$ cat config.mk
export PLATFORM = sky130hd
export DESIGN_NAME = display_7seg_scan_controller
export DESIGN_NICKNAME = d
export VERILOG_FILES = /design/src/rtl/display_7seg_scan_controller.sv
export SDC_FILE = /design/constraint.sdc
export NUM_CORES = 1
export LEC_CHECK = 0
export BUFFER_PORTS_ARGS = -buffer_cell sky130_fd_sc_hd__buf_2
export CORE_UTILIZATION = 45
export CTS_BUF_LIST = sky130_fd_sc_hd__clkbuf_16
export CTS_CLUSTER_DIAMETER = 50
export CTS_CLUSTER_SIZE = 16
export DETAILED_ROUTE_END_ITERATION = 10
export GPL_ROUTABILITY_DRIVEN = 0
export HOLD_SLACK_MARGIN = 0.03
export PLACE_DENSITY = 0.76
export SLEW_MARGIN = 20
export SYNTH_ARGS = -nofsm -noshare
export SYNTH_HDL_FRONTEND = slang
export SYNTH_SLANG_ARGS = --single-unit
export TNS_END_PERCENT = 50
$ cat constraint.sdc
create_clock -name clock -period 2.7 [get_ports clock]
set_input_delay 0.54 -clock clock [delete_from_list [all_inputs] [get_ports clock]]
set_output_delay 0.54 -clock clock [all_outputs]
set_load 0.03 [all_outputs]
$ cat src/rtl/display_7seg_scan_controller.sv
// rtl/display_7seg_scan_controller.sv - time-multiplexed 7-segment scan controller
//
// Purpose:
//   Scans NUM_DIGITS common-anode 7-segment digits, one slot of REFRESH_DIV
//   clocks per digit.  The first BLANK_CYCLES clocks of each slot keep every
//   anode off to suppress ghosting.  Value writes arrive over a valid/ready
//   handshake, are parked in a one-deep pending register and are committed to
//   the displayed value only when the scan wraps back to digit 0.  As a result,
//   a frame never shows a mix of old and new digits.
//
// Optional feature (macro LEADING_ZERO_BLANK_EN):
//   When defined, digits above the most significant nonzero nibble of the
//   displayed value are dark.  Digit 0 is always eligible to light.
//
// Ports:
//   clock       in   system clock, rising edge
//   reset_n     in   synchronous reset, active-low
//   wr_valid    in   value write request
//   wr_data     in   new value, nibble k drives digit k (digit 0 rightmost)
//   wr_ready    out  write can be accepted (no value pending)
//   mask_we     in   load mask_data into the digit-enable mask next edge
//   mask_data   in   per-digit enable, 1 = digit may light
//   rd_value    out  currently displayed (committed) value
//   seg_out     out  segments {g,f,e,d,c,b,a}, active-low, registered
//   digit_an    out  anode selects, active-low, registered
//   frame_tick  out  1-cycle pulse after the scan wraps to digit 0
module display_7seg_scan_controller #(
  parameter int NUM_DIGITS   = 8,
  parameter int REFRESH_DIV  = 50000,
  parameter int BLANK_CYCLES = 16
) (
  input  logic                    clock,
  input  logic                    reset_n,
  input  logic                    wr_valid,
  input  logic [4*NUM_DIGITS-1:0] wr_data,
  output logic                    wr_ready,
  input  logic                    mask_we,
  input  logic [NUM_DIGITS-1:0]   mask_data,
  output logic [4*NUM_DIGITS-1:0] rd_value,
  output logic [6:0]              seg_out,
  output logic [NUM_DIGITS-1:0]   digit_an,
  output logic                    frame_tick
);

  localparam int DIV_W = $clog2(REFRESH_DIV);
  localparam int IDX_W = $clog2(NUM_DIGITS);
  localparam logic [DIV_W-1:0] DIV_LAST  = DIV_W'(REFRESH_DIV - 1);
  localparam logic [DIV_W-1:0] BLANK_END = DIV_W'(BLANK_CYCLES);
  localparam logic [IDX_W-1:0] IDX_LAST  = IDX_W'(NUM_DIGITS - 1);
  localparam logic [NUM_DIGITS-1:0] ONE_HOT0 = NUM_DIGITS'(1);

  logic [DIV_W-1:0]        div_cnt_q,   div_cnt_d;
  logic [IDX_W-1:0]        scan_idx_q,  scan_idx_d;
  logic [4*NUM_DIGITS-1:0] shown_q,     shown_d;
  logic [4*NUM_DIGITS-1:0] pending_q,   pending_d;
  logic                    pend_flag_q, pend_flag_d;
  logic [NUM_DIGITS-1:0]   mask_q,      mask_d;
  logic [6:0]              seg_q,       seg_d;
  logic [NUM_DIGITS-1:0]   an_q,        an_d;
  logic                    tick_q,      tick_d;

  logic             slot_wrap;
  logic             frame_wrap;
  logic             commit;
  logic [3:0]       nibble;
  logic             digit_lit;

  // Active-low segment patterns for hex digits 0..F.
  function automatic logic [6:0] hex7(input logic [3:0] n);
    case (n)
      4'h0: hex7 = 7'h40;
      4'h1: hex7 = 7'h79;
      4'h2: hex7 = 7'h24;
      4'h3: hex7 = 7'h30;
      4'h4: hex7 = 7'h19;
      4'h5: hex7 = 7'h12;
      4'h6: hex7 = 7'h02;
      4'h7: hex7 = 7'h78;
      4'h8: hex7 = 7'h00;
      4'h9: hex7 = 7'h10;
      4'hA: hex7 = 7'h08;
      4'hB: hex7 = 7'h03;
      4'hC: hex7 = 7'h46;
      4'hD: hex7 = 7'h21;
      4'hE: hex7 = 7'h06;
      default: hex7 = 7'h0E;
    endcase
  endfunction

`ifdef LEADING_ZERO_BLANK_EN
  logic [IDX_W-1:0] msnz_q, msnz_d;

  // Index of the highest nonzero nibble; 0 when the value is all zeros.
  function automatic logic [IDX_W-1:0] find_msnz(input logic [4*NUM_DIGITS-1:0] v);
    find_msnz = '0;
    for (int k = 1; k < NUM_DIGITS; k++) begin
      if (v[4*k +: 4] != 4'h0) find_msnz = IDX_W'(k);
    end
  endfunction
`endif

  always_comb begin
    slot_wrap  = (div_cnt_q == DIV_LAST);
    frame_wrap = slot_wrap && (scan_idx_q == IDX_LAST);
    div_cnt_d  = slot_wrap ? '0 : div_cnt_q + 1'b1;
    scan_idx_d = scan_idx_q;
    if (slot_wrap) scan_idx_d = (scan_idx_q == IDX_LAST) ? '0 : scan_idx_q + 1'b1;
    tick_d = frame_wrap;
  end

  // Commit and accept are mutually exclusive: accepting needs pend_flag=0,
  // committing needs pend_flag=1.  A write landing in the wrap cycle
  // therefore waits for the following frame.
  always_comb begin
    commit      = frame_wrap && pend_flag_q;
    shown_d     = shown_q;
    pending_d   = pending_q;
    pend_flag_d = pend_flag_q;
    if (commit) begin
      shown_d     = pending_q;
      pend_flag_d = 1'b0;
    end else if (wr_valid && !pend_flag_q) begin
      pending_d   = wr_data;
      pend_flag_d = 1'b1;
    end
    mask_d = mask_we ? mask_data : mask_q;
  end

`ifdef LEADING_ZERO_BLANK_EN
  always_comb begin
    msnz_d = msnz_q;
    if (commit) msnz_d = find_msnz(pending_q);
  end
`endif

  // Output stage: one-cycle latency from div_cnt/scan_idx.  Only one
  // one-hot anode is ever produced, so at most one digit is driven.
  always_comb begin
    nibble    = shown_q[{scan_idx_q, 2'b00} +: 4];
    digit_lit = mask_q[scan_idx_q] && (div_cnt_q >= BLANK_END);
`ifdef LEADING_ZERO_BLANK_EN
    digit_lit = digit_lit && (scan_idx_q <= msnz_q);
`endif
    an_d  = digit_lit ? ~(ONE_HOT0 << scan_idx_q) : '1;
    seg_d = digit_lit ? hex7(nibble) : 7'h7F;
  end

  always_ff @(posedge clock) begin
    if (!reset_n) begin
      div_cnt_q   <= '0;
      scan_idx_q  <= '0;
      shown_q     <= '0;
      pending_q   <= '0;
      pend_flag_q <= 1'b0;
      mask_q      <= '1;
      seg_q       <= 7'h7F;
      an_q        <= '1;
      tick_q      <= 1'b0;
    end else begin
      div_cnt_q   <= div_cnt_d;
      scan_idx_q  <= scan_idx_d;
      shown_q     <= shown_d;
      pending_q   <= pending_d;
      pend_flag_q <= pend_flag_d;
      mask_q      <= mask_d;
      seg_q       <= seg_d;
      an_q        <= an_d;
      tick_q      <= tick_d;
    end
  end

`ifdef LEADING_ZERO_BLANK_EN
  always_ff @(posedge clock) begin
    if (!reset_n) msnz_q <= '0;
    else          msnz_q <= msnz_d;
  end
`endif

  assign wr_ready   = ~pend_flag_q;
  assign rd_value   = shown_q;
  assign seg_out    = seg_q;
  assign digit_an   = an_q;
  assign frame_tick = tick_q;

endmodule

==> results of run 1 <==
## cells in the final DEF, fill, tap and decap left out, types with 6 or more instances in the layout
| master | count |
|---|---|
| nor2b_1 | 33 |
| xnor2_1 | 6 |
| inv_1 | 11 |
| buf_4 | 8 |
| mux2_2 | 6 |
| dfxtp_1 | 108 |
| nand3_1 | 14 |
| nand2_1 | 90 |
| mux2i_1 | 44 |
| clkbuf_16 | 9 |
| ha_1 | 14 |
| a21boi_0 | 34 |
| mux4_2 | 10 |
| nor2_1 | 17 |
| xor2_1 | 8 |
| buf_2 | 92 |
## logic make-up (layout without fill, tap and decap cells)
kind of cell / after synthesis / in the layout / synth area share [%]
xor gates and xnor gates: 14 / 14 / 2.670
adders and majority gates: 14 / 14 / 3.815
DFF: 108 / 108 / 47.08
AOI/OAI and AO/OA: 47 / 47 / 7.793
buffers and inverters: 39 / 128 / 4.005
muxes: 60 / 60 / 15.97
and+or+nand+nor: 178 / 178 / 18.66
## area by class of cell
| class | count | area [um^2] |
|---|---|---|
| clock buffers | 9 | 225.2 |
| clock inverters | 7 | 82.58 |
| fillers | 914 | 4369 |
| inverters | 12 | 45.04 |
| multi-input cells | 313 | 2248 |
| flip-flops and latches | 108 | 2162 |
| well taps | 133 | 166.4 |
| repair buffers | 100 | 520.5 |
## stage by stage
stage          worst slack, ns  area, um^2  util (%)
2_1_floorplan           0.4928        4592         -
3_3_place_gp            0.3571        5142     52.37
3_5_place_dp            0.3053        5142     52.37
4_1_cts                 0.2638        5450     55.50
5_1_grt                0.08145        5450     55.50
6_report                0.2671        5450     55.50
## registers in the layout (all words and copies together) (netlist names)
signal       flops
rd_value        32
frame_tick       1
digit_an         8
div_cnt_q       16
mask_q           8
pend_flag_q      1
scan_idx_q       3
pending_q       32
seg_out          7
## power by group through the flow
stage          sequential (uW)  combinational, uW  clock [uW]
2_1_floorplan             1680               94.7           0
3_3_place_gp              1690                143           0
3_5_place_dp              1690                147           0
4_1_cts                   1650                148        1370
5_1_grt                   1660                165        1460
6_report                  1650                147        1360
## metal layers
| layer | global-route usage [%] | share of wire (%) |
|---|---|---|
| met1 | 24.60 | 44 |
| met2 | 33.79 | 50 |
| met3 | 4.949 | 4.8 |
| met4 | 5.634 | 1.5 |
| met5 | 0 | 0 |
## tightest hold or removal path: stages
cell and delay, ns:
buf_2 0.07, mux2i_1 0.05, nand2_1 0.06
## how the worst max path moves through the flow
stage	start	endpoint	depth (start not counted)
after global placement	scan_idx_q[0]	seg_out[3]	7
final	div_cnt_q[0]	rd_value[7]	7
after detailed placement	div_cnt_q[0]	rd_value[7]	7
after CTS	div_cnt_q[0]	rd_value[7]	7
after global routing	scan_idx_q[0]	seg_out[6]	6
after floorplan	scan_idx_q[0]	seg_out[3]	7
==> reports/metrics.cfg, run 1 <==
[worst_setup_path]
r2r-start = div_cnt_q[0]
critical_path.top_delay_family = simple AND/OR/NAND/NOR gates
max_stage_delay_ns = 0.61
r2r_cells = 7
crit_chain = ha_1, nand3_2, nor3_2, or4b_2, buf_4, mux2i_1, nor2b_1
path_class = reg2reg
critPathLaunchType = flip-flop
path_max_fanout = 33
arrival_ns = 2.67
crit_buf_inv = 1
r2r_slack_ns = 0.27
critPathSlowestCell = or4b_2
end_kind = flip-flop
reg2reg_to = rd_value[7]
critical_path_required_ns = 2.93

[power_and_ir_drop]
seq_power_share_pct = 52.4
p_comb_share_pct = 4.6
clkPwrFrac_pct = 43.0
p_per_area_nw_per_um2 = 579.4
swShare_pct = 22.80
fin_total_pwr_uw = 3158
leakagePower_uw = 0.002467
internal_power_uw = 2438
ir_drop_uv = 300.2
switchingPower_uw = 719.9

[yosys]
yosys-top-cells-area = dfxtp_1 47%, mux2i_1 9.6%, nand2_1 7.4%, a21boi_0 5.6%, mux4_2 4.9%
synthCells = 460
synth_largest_area_cell = dfxtp_1
ys_seq_elements = 108
yosysMostFrequentCell = dfxtp_1
synth_top_area_share_pct = 47.08
yosysWarnings = 0
avgSynthCellArea_um2 = 9.982
ys_types = 41
ys.flop_type = dfxtp_1
synth_common_cells = 108 x dfxtp_1, 90 x nand2_1, 44 x mux2i_1
syn_nets = 518
synth_edf_count = 0
netlist_area_um2 = 4592
synth-async-reset-ratio_pct = 0
yosysSeqAreaShare_pct = 47.08

[sta]
fmax_mhz = 411.0
tns_ns = 0
finalCriticalPeriod_ns = 2.433
drv_slew = 0
period_share_pct = 90.11
slew_headroom_pct = 52.05
tightest_slew_ns = 0.7161
hold_violations = 0
setup_viol = 0
rsz0062_at_grt = false
clock_skew_ns = 0.009727
whs_ns = 0.4026

[detailed_routing]
drc = 0
vias = 3479
vias_per_cell = 5.101
ant_nets = 0
drtIter0Drc = 117
first_pass_iters = 4
wirelength_um = 9750
wire_per_inst_um = 14.30

[clock_network]
numCtsBuffers = 9
clock_sinks = 108
cts_tree = done
clock_path_buffers = 2
post_cts_buffers = 0
post_cts_resized = 0
clkLatencyLatePin_ns = 0.35
ctsHtreeMaxLevel = 3
hold_buffers = 0
root_buffer = clkbuf_16
path_clk_slew_ns = 0.07

[die]
start_util_pct = 46.76
design.core.area_um2 = 9819
rows = 36
die_h_um = 103.0
ios = 93
die_x_um = 103.0
die_area_um2 = 10610

[global_routing]
grt_pass1_wl_um = 15970
grt_pass1_vias = 3406
grt_max_degree = 73
antenna_found_initial = 0
grt-ovfl-total = 0
grt_usage_pct = 19.73

[placement]
port_buffers = 92
hpwl_um = 6953
dp_cells = 666

[cells_and_area]
drive_above_1_share_pct = 25.14
diodes = 0
stdcell_count = 682
num-nets-final = 602
syn2layout_area_growth_pct = 18.69

[hold_path]
worstHoldStart = mask_data[4]
min_path_cells = 3
min_path_type = in2reg
worstHoldEndpoint = mask_q[4]

[status]
status = finished clean

[job]
cap_violations = 0

(Power assumes the default switching activity.)
==> run 2: changes to the inputs <==
Settings changed: PLACE_DENSITY 0.76 to 0.79.
Clock period 2.7 ns to 2.2 ns, I/O delays scaled along.
==> reports/metrics.cfg, run 2 (synthesis gave the netlist of run 1 again) <==
[worst_setup_path]
end_kind = flip-flop
path_class = reg2reg
critical_path_required_ns = 2.41  ; -0.52 ns
critPathLaunchType = flip-flop
arrival_ns = 2.36  ; -0.31 ns
path_max_fanout = 9  ; -73%

[global_routing]
grt_usage_pct = 19.30  ; -0.43 points
grt_pass1_wl_um = 15650  ; -2.0%
grt_max_degree = 81  ; +11%
grt_pass1_vias = 3244  ; -4.8%
grt-ovfl-total = 0  ; unchanged
antenna_found_initial = 0  ; unchanged

[die]
start_util_pct = 46.76  ; unchanged
design.core.area_um2 = 9819  ; unchanged
rows = 36  ; unchanged
die_x_um = 103.0  ; unchanged
ios = 93  ; unchanged
die_h_um = 103.0  ; unchanged
die_area_um2 = 10610  ; unchanged

[clock_network]
clock_path_buffers = 2  ; unchanged
path_clk_slew_ns = 0.07  ; about the same
ctsHtreeMaxLevel = 3  ; unchanged
clkLatencyLatePin_ns = 0.34  ; about the same
cts_tree = done
clock_sinks = 108  ; unchanged
root_buffer = clkbuf_16
hold_buffers = 0  ; unchanged
numCtsBuffers = 9  ; unchanged

[cells_and_area]
final-seq-area_um2 = 2166  ; +0.17%
stdcell_count = 692  ; +1.5%
final_cell_mix = 107 x dfxtp_1, 92 x buf_2, 90 x nand2_1
final_core_util_pct = 57.03  ; +1.5 points
fillers = 849  ; -7.1%
num-nets-final = 612  ; +1.7%
final_common_cell = dfxtp_1
drive_above_1_share_pct = 27.73  ; +2.6 points
multiInputGateArea_um2 = 2290  ; +1.8%
syn2layout_area_growth_pct = 21.96
diodes = 0  ; unchanged

[sta]
finalCriticalPeriod_ns = 2.153  ; -0.2804 ns
tightest_slew_ns = 0.6231  ; -0.09299 ns
hold_violations = 0  ; unchanged
setup_viol = 0  ; unchanged
clock_skew_ns = 0.009392  ; -0.0003349 ns
drv_slew = 0  ; unchanged
fmax_mhz = 464.6  ; +13%
slew_headroom_pct = 58.08  ; +6.0 points
period_share_pct = 97.84  ; +7.7 points

[detailed_routing]
ant_nets = 0  ; unchanged
drc = 0  ; unchanged
drtIter0Drc = 157  ; +34%
vias = 3458  ; -0.60%
wire_per_inst_um = 14.04  ; -1.8%
wirelength_um = 9718  ; -0.33%
first_pass_iters = 4  ; unchanged
vias_per_cell = 4.997  ; -2.0%

[power_and_ir_drop]
leakagePower_uw = 0.002532  ; +2.7%
p_per_area_nw_per_um2 = 681.6  ; +18%
ir_drop_uv = 471.0  ; +57%

[job]
cap_violations = 0  ; unchanged

[placement]
dp_cells = 673  ; +1.1%
port_buffers = 92  ; unchanged
hpwl_um = 6879  ; -1.1%

[hold_path]
min_path_type = in2reg

[status]
status = finished clean

[run 2: critical path, cell delays in order (launching register included)]
cell and delay [ns]:
dfxtp_4 0.37, buf_12 0.13, mux4_2 0.51, mux2_4 0.35
ha_4 0.19, mux2_2 0.26, nor2_1 0.11, o21ai_1 0.08
[run 2: final timing paths]
kind,start,to,slack [ns],cells after the start
worst max-delay path,scan_idx_q[0],seg_out[3],0.05,7
worst min-delay path,mask_data[6],mask_q[6],0.31,3
worst max register to register,scan_idx_q[0],seg_out[3],0.05,7
worst min register to register,pending_q[19],pending_q[19],0.46,2
[run 2: power breakdown]
| part | internal, uW | switching, uW |
|---|---|---|
| clock network | 890 | 716 |
| registers | 2000 | 25.4 |
| logic | 88.8 | 96.0 |
[run 2: routing by layer]
| layer | GRT usage, % | vias to the layer above | part of all wire [%] |
|---|---|---|---|
| li1 | - | 1740 | - |
| met1 | 25.73 | 1599 | 47 |
| met2 | 30.67 | 105 | 46 |
| met3 | 4.339 | 14 | 5.1 |
| met4 | 7.151 | 0 | 1.5 |
| met5 | 0 | - | 0 |
[run 2: final cells by class]
| cell class | count | area share [%] |
|---|---|---|
| Timing Repair Buffer | 110 | 11.22 |
| Sequential cell | 108 | 38.67 |
| Clock inverter | 7 | 1.340 |
| Clock buffer | 9 | 4.021 |
| Tap cell | 133 | 2.971 |
| Inverter | 12 | 0.8937 |
| Multi-Input combinational cell | 313 | 40.88 |
[run 2: metrics by stage]
stage | setup slack, ns | hold WS (ns) | cell area, um^2 | power (uW) | TNS (ns)
4_1_cts | -0.04105 | 0.3068 | 5528 | 3848 | -0.2908
2_1_floorplan | 0.02863 | 0.4258 | 4596 | 2183 | 0
3_5_place_dp | -0.09451 | 0.4550 | 5220 | 2258 | -0.1636
6_report | 0.04743 | 0.3074 | 5600 | 3817 | 0
5_1_grt | -0.005814 | 0.3162 | 5600 | 3967 | -0.005814
3_3_place_gp | 0.04089 | 0.4486 | 5220 | 2251 | 0
[run 2: what timing repair did]
action | CTS | global route
resized for setup | 4 | 14
setup buffers | 0 | 3
gates cloned | 0 | 0
setup endpoints to repair | 30 | 36
==> run 3: changes to the inputs <==
Settings changed: CORE_MARGIN set to 2, PLACE_DENSITY 0.79 to 0.76.
Clock period 2.2 ns to 2 ns, I/O delays scaled along.
==> reports/metrics.cfg, run 3 (synthesis gave the netlist of run 1 again) <==
[status]
violations = setup timing
status = complete, but fails checks

[global_routing]
grt_pass1_vias = 3638  ; +12%
antenna_found_initial = 0  ; unchanged
grt_pass1_wl_um = 17890  ; +14%
grt_max_degree = 68  ; -16%
grt-ovfl-total = 0  ; unchanged
grt_usage_pct = 20.40  ; +1.1 points

[detailed_routing]
vias_per_cell = 5.077  ; +1.6%
ant_nets = 0  ; unchanged
drtIter0Drc = 171  ; +8.9%
first_pass_iters = 4  ; unchanged
wire_per_inst_um = 15.82  ; +13%
vias = 3625  ; +4.8%
drc = 0  ; unchanged
wirelength_um = 11290  ; +16%

[power_and_ir_drop]
leakagePower_uw = 0.002709  ; +7.0%
ir_drop_uv = 406.5  ; -14%
switchingPower_uw = 905.3  ; +8.1%
clkPwrFrac_pct = 44.0  ; +1.9 points
p_comb_share_pct = 4.9  ; about the same
swShare_pct = 20.73  ; -1.2 points
internal_power_uw = 3462  ; +16%
p_per_area_nw_per_um2 = 730.0  ; +7.1%
seq_power_share_pct = 51.1  ; -2.0 points
fin_total_pwr_uw = 4367  ; +14%

[die]
die_x_um = 105.0  ; +1.9%
ios = 93  ; unchanged
rows = 36  ; unchanged
die_h_um = 105.0  ; +1.9%
design.core.area_um2 = 9819  ; unchanged
die_area_um2 = 11030  ; +3.9%
start_util_pct = 46.76  ; unchanged

[cells_and_area]
num-nets-final = 635  ; +3.8%
drive_above_1_share_pct = 32.19  ; +4.5 points
syn2layout_area_growth_pct = 30.27
diodes = 0  ; unchanged
final_core_util_pct = 60.92  ; +3.9 points
final_common_cell = dfxtp_1
final_cell_mix = 106 x dfxtp_1, 92 x buf_2, 89 x nand2_1

[sta]
fmax_mhz = 483.4  ; +4.1%
fin_ws_ns = -0.06849  ; -0.1159 ns
hold_violations = 0  ; unchanged
finalCriticalPeriod_ns = 2.068  ; -0.08408 ns
tns_ns = -0.1741  ; -0.1741 ns
setup_viol = 4  ; +4
slew_headroom_pct = 59.16  ; +1.1 points
clock_skew_ns = 0.008027  ; -0.001366 ns
tightest_slew_ns = 0.6070  ; -0.01603 ns
period_share_pct = 103.4  ; +5.6 points
rsz0062_at_grt = true
drv_slew = 0  ; unchanged

[placement]
port_buffers = 92  ; unchanged
hpwl_um = 7557  ; +9.8%

[clock_network]
cts_tree = done
clkLatencyLatePin_ns = 0.34  ; about the same
numCtsBuffers = 9  ; unchanged
path_clk_slew_ns = 0.07  ; about the same
hold_buffers = 0  ; unchanged
clock_sinks = 108  ; unchanged
ctsHtreeMaxLevel = 3  ; unchanged
clock_path_buffers = 2  ; unchanged
root_buffer = clkbuf_16

[worst_setup_path]
endpoint = seg_out[4]
end_kind = flip-flop
critical_path_required_ns = 2.22  ; -0.19 ns
r2r-start = scan_idx_q[0]
path_max_fanout = 4  ; -5
arrival_ns = 2.29  ; -0.07 ns
reg2reg_to = seg_out[4]
critPathLaunchType = flip-flop
r2r_slack_ns = -0.07  ; -0.12 ns
path_class = reg2reg
startpoint = scan_idx_q[0]
r2r_cells = 7  ; unchanged

[hold_path]
min_path_type = in2reg

[job]
cap_violations = 0  ; unchanged

-- run 3: cell types whose count changed in the layout (fill, tap and decap cells not counted), sizes merged --
cell	change
clkbuf	+2
buf	+22
inv	-2
clkinvlp	+1
bufinv	+1
clkinv	-2
-- run 3: how the worst min path moves through the flow --
| stage | start | to | slack, ns | cells past startpoint |
|---|---|---|---|---|
| 2_1_floorplan | scan_idx_q[2] | digit_an[4] | 0.43 | 1 |
| 3_3_place_gp | pending_q[3] | pending_q[3] | 0.45 | 2 |
| 3_5_place_dp | pending_q[11] | pending_q[11] | 0.46 | 2 |
| 4_1_cts | mask_data[7] | mask_q[7] | 0.27 | 3 |
| 5_1_grt | mask_data[0] | mask_q[0] | 0.27 | 3 |
| 6_report | mask_data[7] | mask_q[7] | 0.27 | 3 |
-- run 3: cell type report --
cell class,instances,area [um^2]
Tap cell,133,166.4
Clock inverter,5,75.07
Fill cell,849,3837
Clock buffer,10,250.2
Timing Repair Buffer,133,883.3
Inverter,12,58.81
Sequential cell,108,2167
Multi-Input combinational cell,313,2381
-- run 3: what timing repair did --
action                                  4_1_cts  5_1_grt
gates cloned                                  1        1
endpoints found under the setup margin       36       35
pin swaps                                     5        7
buffers inserted                              7        0
gates resized for setup                       5       19
-- run 3: per-stage QoR --
stage / cell area (um^2) / hold WS (ns) / setup WS, ns / instances
floorplan: 4666 / 0.4258 / -0.01227 / 460
global placement: 5426 / 0.4490 / -0.04314 / 690
detailed placement: 5426 / 0.4550 / -0.1493 / 690
CTS: 5869 / 0.2677 / -0.05154 / 713
global route: 5982 / 0.2695 / -0.1176 / 714
finish: 5982 / 0.2699 / -0.06849 / 714
-- run 3: power by group through the flow --
stage               clock network, uW  logic (uW)  registers [uW]
floorplan                           0         128            2270
global placement                    0         206            2270
detailed placement                  0         214            2280
CTS                              1940         215            2230
global route                     2030         239            2240
finish                           1920         214            2230
-- run 3: layer usage --
| layer | global-route usage, % | vias to the layer above | part of all wire (%) |
|---|---|---|---|
| met4 | 8.286 | 0 | 1.8 |
| met5 | 0 | - | 0 |
| li1 | - | 1776 | - |
| met2 | 33.07 | 105 | 48 |
| met3 | 5.427 | 15 | 6.6 |
| met1 | 25.74 | 1729 | 44 |
-- run 3: worst max-delay path, cell delays in order (launching register included) --
cell and delay [ns]:
dfxtp_4 0.38, buf_12 0.11, mux4_2 0.49, mux2_4 0.35, ha_4 0.19, mux2_4 0.27, nand2_2 0.06, o211ai_1 0.09
